[src/rtl/key_event_pkg.sv]
// Shared types and timing constants for the pushbutton event generator.
// Holds the per-key FSM state encoding plus board and simulation timing sets.
package key_event_pkg;

    typedef enum logic [1:0] {
        ST_IDLE   = 2'd0,
        ST_DELAY  = 2'd1,
        ST_REPEAT = 2'd2
    } key_state_e;

    localparam int DEF_NKEYS               = 4;
    localparam int DEF_DEBOUNCE_CYCLES     = 500000;
    localparam int DEF_REPEAT_DELAY_CYCLES = 25000000;
    localparam int DEF_REPEAT_RATE_CYCLES  = 5000000;

    localparam int SIM_DEBOUNCE_CYCLES     = 4;
    localparam int SIM_REPEAT_DELAY_CYCLES = 10;
    localparam int SIM_REPEAT_RATE_CYCLES  = 3;

    // Counter width able to hold 0..n-1, never narrower than one bit.
    function automatic int cnt_width(input int n);
        if (n > 1) begin
            return $clog2(n);
        end else begin
            return 1;
        end
    endfunction

endpackage

[src/rtl/key_event_gen_if.sv]
// Key bundle between the board keys / consumer logic and the event generator.
// The master side is the generator: it takes raw keys and drives the events.
interface key_event_gen_if #(
    parameter int NKEYS = 4
);
    logic [NKEYS-1:0] key_n;
    logic [NKEYS-1:0] repeat_en;
    logic [NKEYS-1:0] held;
    logic [NKEYS-1:0] press;
    logic [NKEYS-1:0] release_pulse;

    modport master (
        input  key_n,
        input  repeat_en,
        output held,
        output press,
        output release_pulse
    );

    modport slave (
        output key_n,
        output repeat_en,
        input  held,
        input  press,
        input  release_pulse
    );
endinterface

[src/rtl/key_event_chan.sv]
// One key channel: 2-flop synchronizer, restartable debounce counter and the
// IDLE/DELAY/REPEAT auto-repeat FSM with registered held/press/release outputs.
module key_event_chan
    import key_event_pkg::*;
#(
    parameter int DEBOUNCE_CYCLES     = DEF_DEBOUNCE_CYCLES,
    parameter int REPEAT_DELAY_CYCLES = DEF_REPEAT_DELAY_CYCLES,
    parameter int REPEAT_RATE_CYCLES  = DEF_REPEAT_RATE_CYCLES
) (
    input  logic clk,
    input  logic rst_n,
    input  logic key_n_i,
    input  logic repeat_en_i,
    output logic held_o,
    output logic press_o,
    output logic release_o
);

    localparam int DW   = cnt_width(DEBOUNCE_CYCLES);
    localparam int RMAX = (REPEAT_DELAY_CYCLES > REPEAT_RATE_CYCLES) ?
                          REPEAT_DELAY_CYCLES : REPEAT_RATE_CYCLES;
    localparam int RW   = cnt_width(RMAX);

    localparam logic [DW-1:0] DB_LAST   = DW'(DEBOUNCE_CYCLES - 1);
    localparam logic [RW-1:0] DLY_LAST  = RW'(REPEAT_DELAY_CYCLES - 1);
    localparam logic [RW-1:0] RATE_LAST = RW'(REPEAT_RATE_CYCLES - 1);

    logic [1:0]    sync_q;
    logic [DW-1:0] db_cnt_q;
    logic [DW-1:0] db_cnt_d;
    logic [RW-1:0] rep_cnt_q;
    key_state_e    state_q;
    logic          held_q;
    logic          press_q;
    logic          release_q;
    logic          mismatch_s;
    logic          accept_s;

    // Synchronizer idles at 1 so a reset looks like "released".
    always_ff @(posedge clk or negedge rst_n) begin
        if (!rst_n) begin
            sync_q <= 2'b11;
        end else begin
            sync_q <= {sync_q[0], key_n_i};
        end
    end

    assign mismatch_s = (~sync_q[1]) != held_q;
    assign accept_s   = mismatch_s && (db_cnt_q == DB_LAST);

    // Debounce count restarts on any cycle where the level agrees with held.
    always_comb begin
        db_cnt_d = {DW{1'b0}};
        if (!mismatch_s || accept_s) begin
            db_cnt_d = {DW{1'b0}};
        end else begin
            db_cnt_d = db_cnt_q + DW'(1'b1);
        end
    end

    // Debounce counter register.
    always_ff @(posedge clk or negedge rst_n) begin
        if (!rst_n) begin
            db_cnt_q <= {DW{1'b0}};
        end else begin
            db_cnt_q <= db_cnt_d;
        end
    end

    // Repeat FSM: an accepted release always outranks a repeat expiry.
    always_ff @(posedge clk or negedge rst_n) begin
        if (!rst_n) begin
            state_q   <= ST_IDLE;
            rep_cnt_q <= {RW{1'b0}};
            held_q    <= 1'b0;
            press_q   <= 1'b0;
            release_q <= 1'b0;
        end else begin
            press_q   <= 1'b0;
            release_q <= 1'b0;
            case (state_q)
                ST_IDLE: begin
                    rep_cnt_q <= {RW{1'b0}};
                    if (accept_s) begin
                        state_q <= ST_DELAY;
                        held_q  <= 1'b1;
                        press_q <= 1'b1;
                    end
                end
                ST_DELAY, ST_REPEAT: begin
                    if (accept_s) begin
                        state_q   <= ST_IDLE;
                        held_q    <= 1'b0;
                        release_q <= 1'b1;
                        rep_cnt_q <= {RW{1'b0}};
                    end else if (!repeat_en_i) begin
                        state_q   <= ST_DELAY;
                        rep_cnt_q <= {RW{1'b0}};
                    end else if (rep_cnt_q == ((state_q == ST_DELAY) ? DLY_LAST : RATE_LAST)) begin
                        state_q   <= ST_REPEAT;
                        press_q   <= 1'b1;
                        rep_cnt_q <= {RW{1'b0}};
                    end else begin
                        rep_cnt_q <= rep_cnt_q + RW'(1'b1);
                    end
                end
                default: begin
                    state_q   <= ST_IDLE;
                    rep_cnt_q <= {RW{1'b0}};
                    held_q    <= 1'b0;
                end
            endcase
        end
    end

    assign held_o    = held_q;
    assign press_o   = press_q;
    assign release_o = release_q;

endmodule

[src/rtl/key_event_gen.sv]
// Pushbutton event generator: one independent debounce/auto-repeat channel
// per board key, presented to consumers through key_event_gen_if.
module key_event_gen
    import key_event_pkg::*;
#(
    parameter int NKEYS               = DEF_NKEYS,
    parameter int DEBOUNCE_CYCLES     = DEF_DEBOUNCE_CYCLES,
    parameter int REPEAT_DELAY_CYCLES = DEF_REPEAT_DELAY_CYCLES,
    parameter int REPEAT_RATE_CYCLES  = DEF_REPEAT_RATE_CYCLES
) (
    input logic             clk,
    input logic             rst_n,
    key_event_gen_if.master evt
);

    logic [NKEYS-1:0] held_s;
    logic [NKEYS-1:0] press_s;
    logic [NKEYS-1:0] release_s;

    for (genvar g = 0; g < NKEYS; g++) begin : g_chan
        key_event_chan #(
            .DEBOUNCE_CYCLES     (DEBOUNCE_CYCLES),
            .REPEAT_DELAY_CYCLES (REPEAT_DELAY_CYCLES),
            .REPEAT_RATE_CYCLES  (REPEAT_RATE_CYCLES)
        ) u_chan (
            .clk         (clk),
            .rst_n       (rst_n),
            .key_n_i     (evt.key_n[g]),
            .repeat_en_i (evt.repeat_en[g]),
            .held_o      (held_s[g]),
            .press_o     (press_s[g]),
            .release_o   (release_s[g])
        );
    end

    assign evt.held          = held_s;
    assign evt.press         = press_s;
    assign evt.release_pulse = release_s;

endmodule

[src/flat_wrapper.sv]
// flat-port wrapper written by rule: the top's interface ports become plain ports
module key_event_gen_flat import key_event_pkg::*;
#(
    parameter int NKEYS               = DEF_NKEYS,
    parameter int DEBOUNCE_CYCLES     = DEF_DEBOUNCE_CYCLES,
    parameter int REPEAT_DELAY_CYCLES = DEF_REPEAT_DELAY_CYCLES,
    parameter int REPEAT_RATE_CYCLES  = DEF_REPEAT_RATE_CYCLES
)
  (clk, rst_n, evt_key_n, evt_repeat_en, evt_held, evt_press, evt_release_pulse);
  key_event_gen_if #(.NKEYS(NKEYS)) evt_i ();
  input logic clk;
  input logic rst_n;
  input wire logic [$bits(evt_i.key_n)-1:0] evt_key_n;
  input wire logic [$bits(evt_i.repeat_en)-1:0] evt_repeat_en;
  output wire logic [$bits(evt_i.held)-1:0] evt_held;
  output wire logic [$bits(evt_i.press)-1:0] evt_press;
  output wire logic [$bits(evt_i.release_pulse)-1:0] evt_release_pulse;
  assign evt_i.key_n = evt_key_n;
  assign evt_i.repeat_en = evt_repeat_en;
  assign evt_held = evt_i.held;
  assign evt_press = evt_i.press;
  assign evt_release_pulse = evt_i.release_pulse;
  key_event_gen #(.NKEYS(NKEYS), .DEBOUNCE_CYCLES(DEBOUNCE_CYCLES), .REPEAT_DELAY_CYCLES(REPEAT_DELAY_CYCLES), .REPEAT_RATE_CYCLES(REPEAT_RATE_CYCLES)) u_core (.clk(clk), .rst_n(rst_n), .evt(evt_i));
endmodule
[config.mk]
export PLATFORM = sky130hd
export DESIGN_NAME = key_event_gen_flat
export DESIGN_NICKNAME = d
export VERILOG_FILES = /design/src/rtl/key_event_pkg.sv /design/src/rtl/key_event_gen_if.sv /design/src/rtl/key_event_chan.sv /design/src/rtl/key_event_gen.sv /design/src/flat_wrapper.sv
export SDC_FILE = /design/constraint.sdc
export NUM_CORES = 1
export LEC_CHECK = 0
export CORE_ASPECT_RATIO = 0.75
export CORE_MARGIN = 3
export CORE_UTILIZATION = 40
export CTS_CLUSTER_SIZE = 14
export DETAILED_ROUTE_END_ITERATION = 10
export SYNTH_ARGS = -nofsm -noshare
export SYNTH_HDL_FRONTEND = slang
export SYNTH_HIERARCHICAL = 1
export SYNTH_SLANG_ARGS = --single-unit
[constraint.sdc]
create_clock -name clk -period 2.1 [get_ports clk]
set_input_delay 0.42 -clock clk [delete_from_list [all_inputs] [get_ports clk]]
set_output_delay 0.42 -clock clk [all_outputs]
set_load 0.005 [all_outputs]
# Word level (Yosys, flattened, before mapping)
# Index checks and enable logic that the tools add are counted.
# totals
in_bits	10
register_bits	204
wordCells	180
output_inout_bits	12
ram_bits	0
latch_bits	0
rom_bits	0
memories	0
# classes
n_addsub	8
div_mod_pow	0
magnitude_cmp	0
multipliers	0
n_mux	80
n_shift	0
reduce_logical	28
eq_ne	32
bitwise	4
# op_table
cell	count
$mux W25	20
$add A25 B1 Y25 const B	4
$eq A25 B25 Y1	4
$add A19 B1 Y19 const B	4
$eq A19 B19 Y1 const B	4
$mux W19	4
$mux W2	16
$mux W1	28
$ne A2 B2 Y1 const B	8
$ne A4 B4 Y1 const B	4
$pmux W1 S2	8
$pmux W2 S2	4
$reduce_and A2 Y1	8
$eq A2 B1 Y1 const B	4
$eq A2 B2 Y1 const B	4
$logic_not A2 Y1	4
$reduce_or A2 Y1	4
$logic_and A1 B1 Y1	4
$logic_not A1 Y1	4
$logic_or A1 B1 Y1	4
$ne A1 B1 Y1	4
$not A1 Y1	4

# Longest topological paths before layout
# logic_depth
word_depth	7
ltp_mapped	9
ltp_nobuf	7

# Modules after synthesis
# The synthesis kept the hierarchy.
# by_module_without_submodules
mod	instances	seq_area_each_um2	area_per_inst_um2	cells_each
key_event_chan (u_core.g_chan[0].u_chan ...)	3	1278.7	2621.3	264
key_event_chan (u_core.g_chan[3].u_chan)	1	1278.7	2611.3	259

# Least setup slack after synthesis
# OpenSTA, ideal clock, no wires.
# synth_timing
kind	reg-to-reg
start	register u_core.g_chan[3].u_chan.state_q[1]
end	register u_core.g_chan[3].u_chan.rep_cnt_q[22]
path_buffers	1
synth_period_minus_slack_ns	2.015
required_time_ns	1.981
setup_time_ns	0.119
path_stages_with_launch	9
path_slack_ns	0.085
t_arrival_ns	1.896
cell_sequence	dfrtp_1 -> inv_1 -> ha_1 -> nor4bb_1 -> nand3_1 -> a2111oi_2 -> nand4b_4 -> buf_4 -> nor2_1
# synth_via
elab_chain_len	7
word_cells_on_any_way	9
cone_classes	eq/ne (3); mux (5); reduce/logical (1)
# synth_lines
element	line	source
start: declaration	key_event_chan.sv:32	key_state_e state_q;
start signal: assignment	key_event_chan.sv:73	state_q <= ST_IDLE;
start signal: assignment	key_event_chan.sv:85	state_q <= ST_DELAY;
start signal: assignment	key_event_chan.sv:92	state_q <= ST_IDLE;
$eq A2 B1 Y1	key_event_chan.sv:81, key_event_chan.sv:99	
$mux W25	key_event_chan.sv:99	end else if (rep_cnt_q == ((state_q == ST_DELAY) ? DLY_LAST : RATE_LAST)) begin
$eq A25 B25 Y1	key_event_chan.sv:99	
$mux W25	key_event_chan.sv:99	
$mux W25	key_event_chan.sv:96	end else if (!repeat_en_i) begin
$mux W25	key_event_chan.sv:91	if (accept_s) begin
$mux W25 (*)	key_event_chan.sv:81	case (state_q)
end signal: assignment	key_event_chan.sv:83	rep_cnt_q <= {RW{1'b0}};
end signal: assignment	key_event_chan.sv:95	rep_cnt_q <= {RW{1'b0}};
end signal: assignment	key_event_chan.sv:98	rep_cnt_q <= {RW{1'b0}};
end: declaration	key_event_chan.sv:31	logic [RW-1:0] rep_cnt_q;
# Mark *: on every way between the ends. The rest lies on a longest branch, timed or not.
# A chain may end at the register's enable or synchronous reset.

# Worst setup path in the final report
# layout_timing
start	register u_core.g_chan[1].u_chan.rep_cnt_q[17]
end	register u_core.g_chan[1].u_chan.rep_cnt_q[8]
# layout_via
elab_chain_len	5
# layout_lines
element	line	source
start: declaration	key_event_chan.sv:31	
start signal: assignment	key_event_chan.sv:74	rep_cnt_q <= {RW{1'b0}};
start signal: assignment	key_event_chan.sv:83	
start signal: assignment	key_event_chan.sv:95	
$eq A25 B25 Y1	key_event_chan.sv:99	
$mux W25	key_event_chan.sv:99	
$mux W25	key_event_chan.sv:96	
$mux W25	key_event_chan.sv:91	
$mux W25	key_event_chan.sv:81	
# Every way passes these cells.

==> qor_table.md <==
| Parameter | Value |
| --- | --- |
| Syn Std Cell Area | 0.0105 sq mm |
| Final-report max-slew violation count | 0 |
| Avg Cell Area, Syn | 9.97 sq um |
| Arrival time worst endpoint | 2.42 ns |
| Final-report hold violation count | 0 |
| Post-synthesis simple-gate area fraction | 0.292 |
| Flop and latch count out of synthesis | 204 |
| Hold slack | 0.311 ns |
| Combinational family with the most area after synthesis | simple AND/OR/NAND/NOR gates |
| Most common library cell in the layout ignoring fill and taps | nor2_1 |
| Setup violation total in the final timing report | 0 |
| Via density per instance | 5.04 |
| Critical Path Max Stage Delay | 0.55 ns |
| Overall overflow remaining after global route | 0 |
| Prevailing post-synth register cell | dfrtp_1 |
| Length in cells of the worst reg-to-reg path | 6 |
| Layout cells sized above 1 | 0.131 |
| Area share of the largest cell type after synthesis | 0.468 |
| Setup CP Type | flip-flop to flip-flop |
| Router iterations before antenna repair | 5 |
| Antenna diode instance count | 0 |
| EDFF count, synth | 0 |
| Number of placed I/O pins | 22 |
| Detailed placer's ending HPWL | 13.7 mm |
| Total via count after detailed routing | 7517 |
| Top cells by area in the synthesized netlist | dfrtp_1 (47%), xor2_1 (8.1%), nor2_1 (7.1%) |
| Final clock period utilization by the worst path | 0.973 |
| Cell Chain, Critical Path | or4_4 > nor4b_4 > o2111ai_2 > or3b_4 > clkbuf_16 > nor2_1 |
| Fin util | 0.485 |
| Number of DRC markers after the initial detailed-route iteration | 438 |
| Clock Pin Slew Worst Setup and Hold Paths | 0.06 ns |
| Number of nets with antenna violations after detailed routing | 0 |
| Hold Crit Endpoint | u_core/g_chan[2].u_chan/sync_q[0]$_DFF_PN1_ |
| H-tree depth reported by CTS | 1 |
| Synthesized-area fraction occupied by xor and xnor cells | 0.132 |
| IR drop worst, VDD | 0.508 mV |
| Vias in the first global route | 7048 |
| Crit path buf inv count | 1 |
| Slew HR | 0.731 |
| Static leakage | 5.03 nW |
| Count of different cell masters after synthesis | 56 |
| Antenna violations before repair | 0 |
| FFs w/ async S/R, synth | 1.00 |
| Reg-to-reg startpoint | u_core/g_chan[1].u_chan/rep_cnt_q[17]$_DFF_PN0_ |
| Adder-Cell Fraction of Synth Area | 0.0239 |
| Post-layout min period | 2.04 ns |
| Number of remaining DRC errors | 0 |
| Required time at the worst-slack endpoint | 2.48 ns |
| Type of the tightest min-delay check | input pin to flip-flop |
| Initial core utilization | 0.413 |
| Cell with the largest stage delay on the worst path | or4_4 |
| Aggregate global-route resource usage | 0.145 |
| Synthesized instance count | 1051 |
| Wire length after detailed routing | 20.4 mm |
| TritonCTS buffer count | 23 |
| Max FO, Critical Path | 12 |
| Number of sinks driven by the clock tree | 204 |
| Number of buffers between clock root and the deepest sink | 3 |
| Vertical die dimension | 146 um |
| CP Capture Type | flip-flop |
| TritonCTS clock tree | yes |
| # rows | 50 |
| Startpoint of the tightest hold check path | evt_key_n[2] |
| Number of nets produced by synthesis | 1081 |
| Slew of the pin with the lowest slew margin | 0.400 ns |
| R2r setup slk | 0.06 ns |
| Area overhead of the layout relative to synthesis | 17.4% |
| Cell type contributing the most total cell area after synthesis | dfrtp_1 |
| Status | finished clean |
| Sequential element share of the synthesized area | 0.488 |
| Clk_skew | 0.0234 ns |
| Pin count of the biggest net entering global routing | 51 |
| Power density of the placed cells | 673 mW/mm^2 |
| Highest-count cells in the layout ignoring fill and taps | nor2_1 (199), dfrtp_1 (196), xor2_1 (97) |
| Total of max-cap violations | 0 |
| Yosys Warn Count | 6 |
| Root Buffer | clkbuf_16 |
| Cell class contributing the biggest share of worst-path delay | simple AND/OR/NAND/NOR gates |
| Core box area | 0.0253 sq mm |
| First-pass GRT wire length | 34.8 mm |
| Final weighted congestion in routability-driven placement | 0.812 |
| Upper clock frequency limit | 0.489 GHz |
| Share of the synthesized area in compound gates (AO/OA/AOI/OAI) | 0.0229 |
| Total die area | 0.0282 sq mm |
| Destination of the worst register-to-register timing path | u_core/g_chan[1].u_chan/rep_cnt_q[8]$_DFF_PN0_ |
| Number of buffer cells added on primary ports | 21 |
| Overall die width | 193 um |
| Kind of start point of the critical path | flip-flop |
| Nets | 1166 |
| RSZ-0062 raised after global routing | true |
| Count of cells along the worst hold path | 1 |
| Multiplexer area fraction after synthesis | 0.00478 |
| Clock insertion delay at the later pin of the skew report | 0.51 ns |
| Average wire length per cell after detail routing | 13.7 um |
-- final cells by class --
type / instances / area [sq um]
Clock inverter: 3 / 18.8
Tap cell: 338 / 423
Clock buffer: 39 / 696
Fill cell: 2340 / 13000
Sequential cell: 204 / 5110
Inverter: 31 / 116
Timing Repair Buffer: 92 / 856
Multi-Input combinational cell: 784 / 5070
-- cells in the mapped netlist, drive strengths merged (4+ instances only) --
master	n
and3	22
nor4	23
ha	20
nor3	37
nand2	66
inv	31
or3	9
nor3b	7
buf	23
nor4b	13
mux2i	5
nor2	199
a21oi	14
and4	19
or4	5
and2	13
o21ai	7
nand3b	4
xnor2	61
dfrtp	196
dfstp	8
clkbuf	9
nor2b	4
xor2	97
nand4	49
nor4bb	5
nand4b	6
nand3	70
-- what timing repair did --
action | in CTS | in global routing
hold buffers | 1 | 0
setup endpoints to repair | 0 | 109
setup buffers | 0 | 2
endpoints found under the hold margin | 46 | 0
gates resized for setup | 0 | 15
-- per-stage QoR --
stage               setup TNS, ns  cells  power (mW)  worst slack, ns  area [sq um]
CTS                             0   1488        8.42           0.0189         12200
global route               -0.485   1491        8.66          -0.0310         12300
floorplan                       0   1051        4.39           0.0853         10500
finish                          0   1491        8.27           0.0562         12300
detailed placement              0   1445        4.53           0.0131         11400
global placement                0   1445        4.53           0.0372         11400
-- logic make-up after synthesis --
| family | after synthesis |
|---|---|
| mux | 5 |
| simple gates | 565 |
| compound gates | 36 |
| xor+xnor | 158 |
| flops | 204 |
| buf+inv | 63 |
| fa+ha+maj | 20 |
-- worst max-delay path by stage --
stage                                                     from                                               to  slack [ns]  depth (start not counted)
3_3_place_gp    u_core/g_chan[0].u_chan/rep_cnt_q[7]$_DFF_PN0_   u_core/g_chan[0].u_chan/rep_cnt_q[2]$_DFF_PN0_        0.04                          6
4_1_cts        u_core/g_chan[0].u_chan/rep_cnt_q[17]$_DFF_PN0_  u_core/g_chan[0].u_chan/rep_cnt_q[17]$_DFF_PN0_        0.02                          6
3_5_place_dp     u_core/g_chan[2].u_chan/db_cnt_q[8]$_DFF_PN0_   u_core/g_chan[2].u_chan/state_q[0]$_DFFE_PN0P_        0.01                          7
2_1_floorplan   u_core/g_chan[3].u_chan/state_q[1]$_DFFE_PN0P_  u_core/g_chan[3].u_chan/rep_cnt_q[22]$_DFF_PN0_        0.09                          8
6_report       u_core/g_chan[1].u_chan/rep_cnt_q[17]$_DFF_PN0_   u_core/g_chan[1].u_chan/rep_cnt_q[8]$_DFF_PN0_        0.06                          6
5_1_grt         u_core/g_chan[1].u_chan/db_cnt_q[10]$_DFF_PN0_   u_core/g_chan[1].u_chan/rep_cnt_q[8]$_DFF_PN0_       -0.03                          7
-- worst register-to-register path, cell delays in order (launching register included) --
cell and delay [ns]:
dfrtp_1 0.38, or4_4 0.55, nor4b_4 0.27, o2111ai_2 0.20
or3b_4 0.32, clkbuf_16 0.17, nor2_1 0.05
-- sequential cells by signal, summed over array words and instances, names as in the netlist --
register / count
u_core/g_chan.u_chan/held_o: 4
u_core/g_chan.u_chan/rep_cnt_q: 100
u_core/g_chan.u_chan/db_cnt_q: 76
u_core/g_chan.u_chan/press_o: 4
u_core/g_chan.u_chan/state_q: 8
u_core/g_chan.u_chan/sync_q: 8
u_core/g_chan.u_chan/release_o: 4
-- metal layers --
layer,vias up,track usage,share of wire
met4,0,0.0302,0.018
met5,-,0,0
li1,3806,-,-
met2,73,0.196,0.40
met1,3606,0.238,0.55
met3,32,0.0254,0.032
-- report_power, final --
group | switching, mW | leakage, nW | internal [mW]
Clock | 1.55 | 0.351 | 2.24
Combinational | 0.272 | 1.86 | 0.172
Sequential | 0.0439 | 2.81 | 3.99
Total | 1.87 | 5.03 | 6.40
Note: power is estimated with default switching activity, not from simulation.
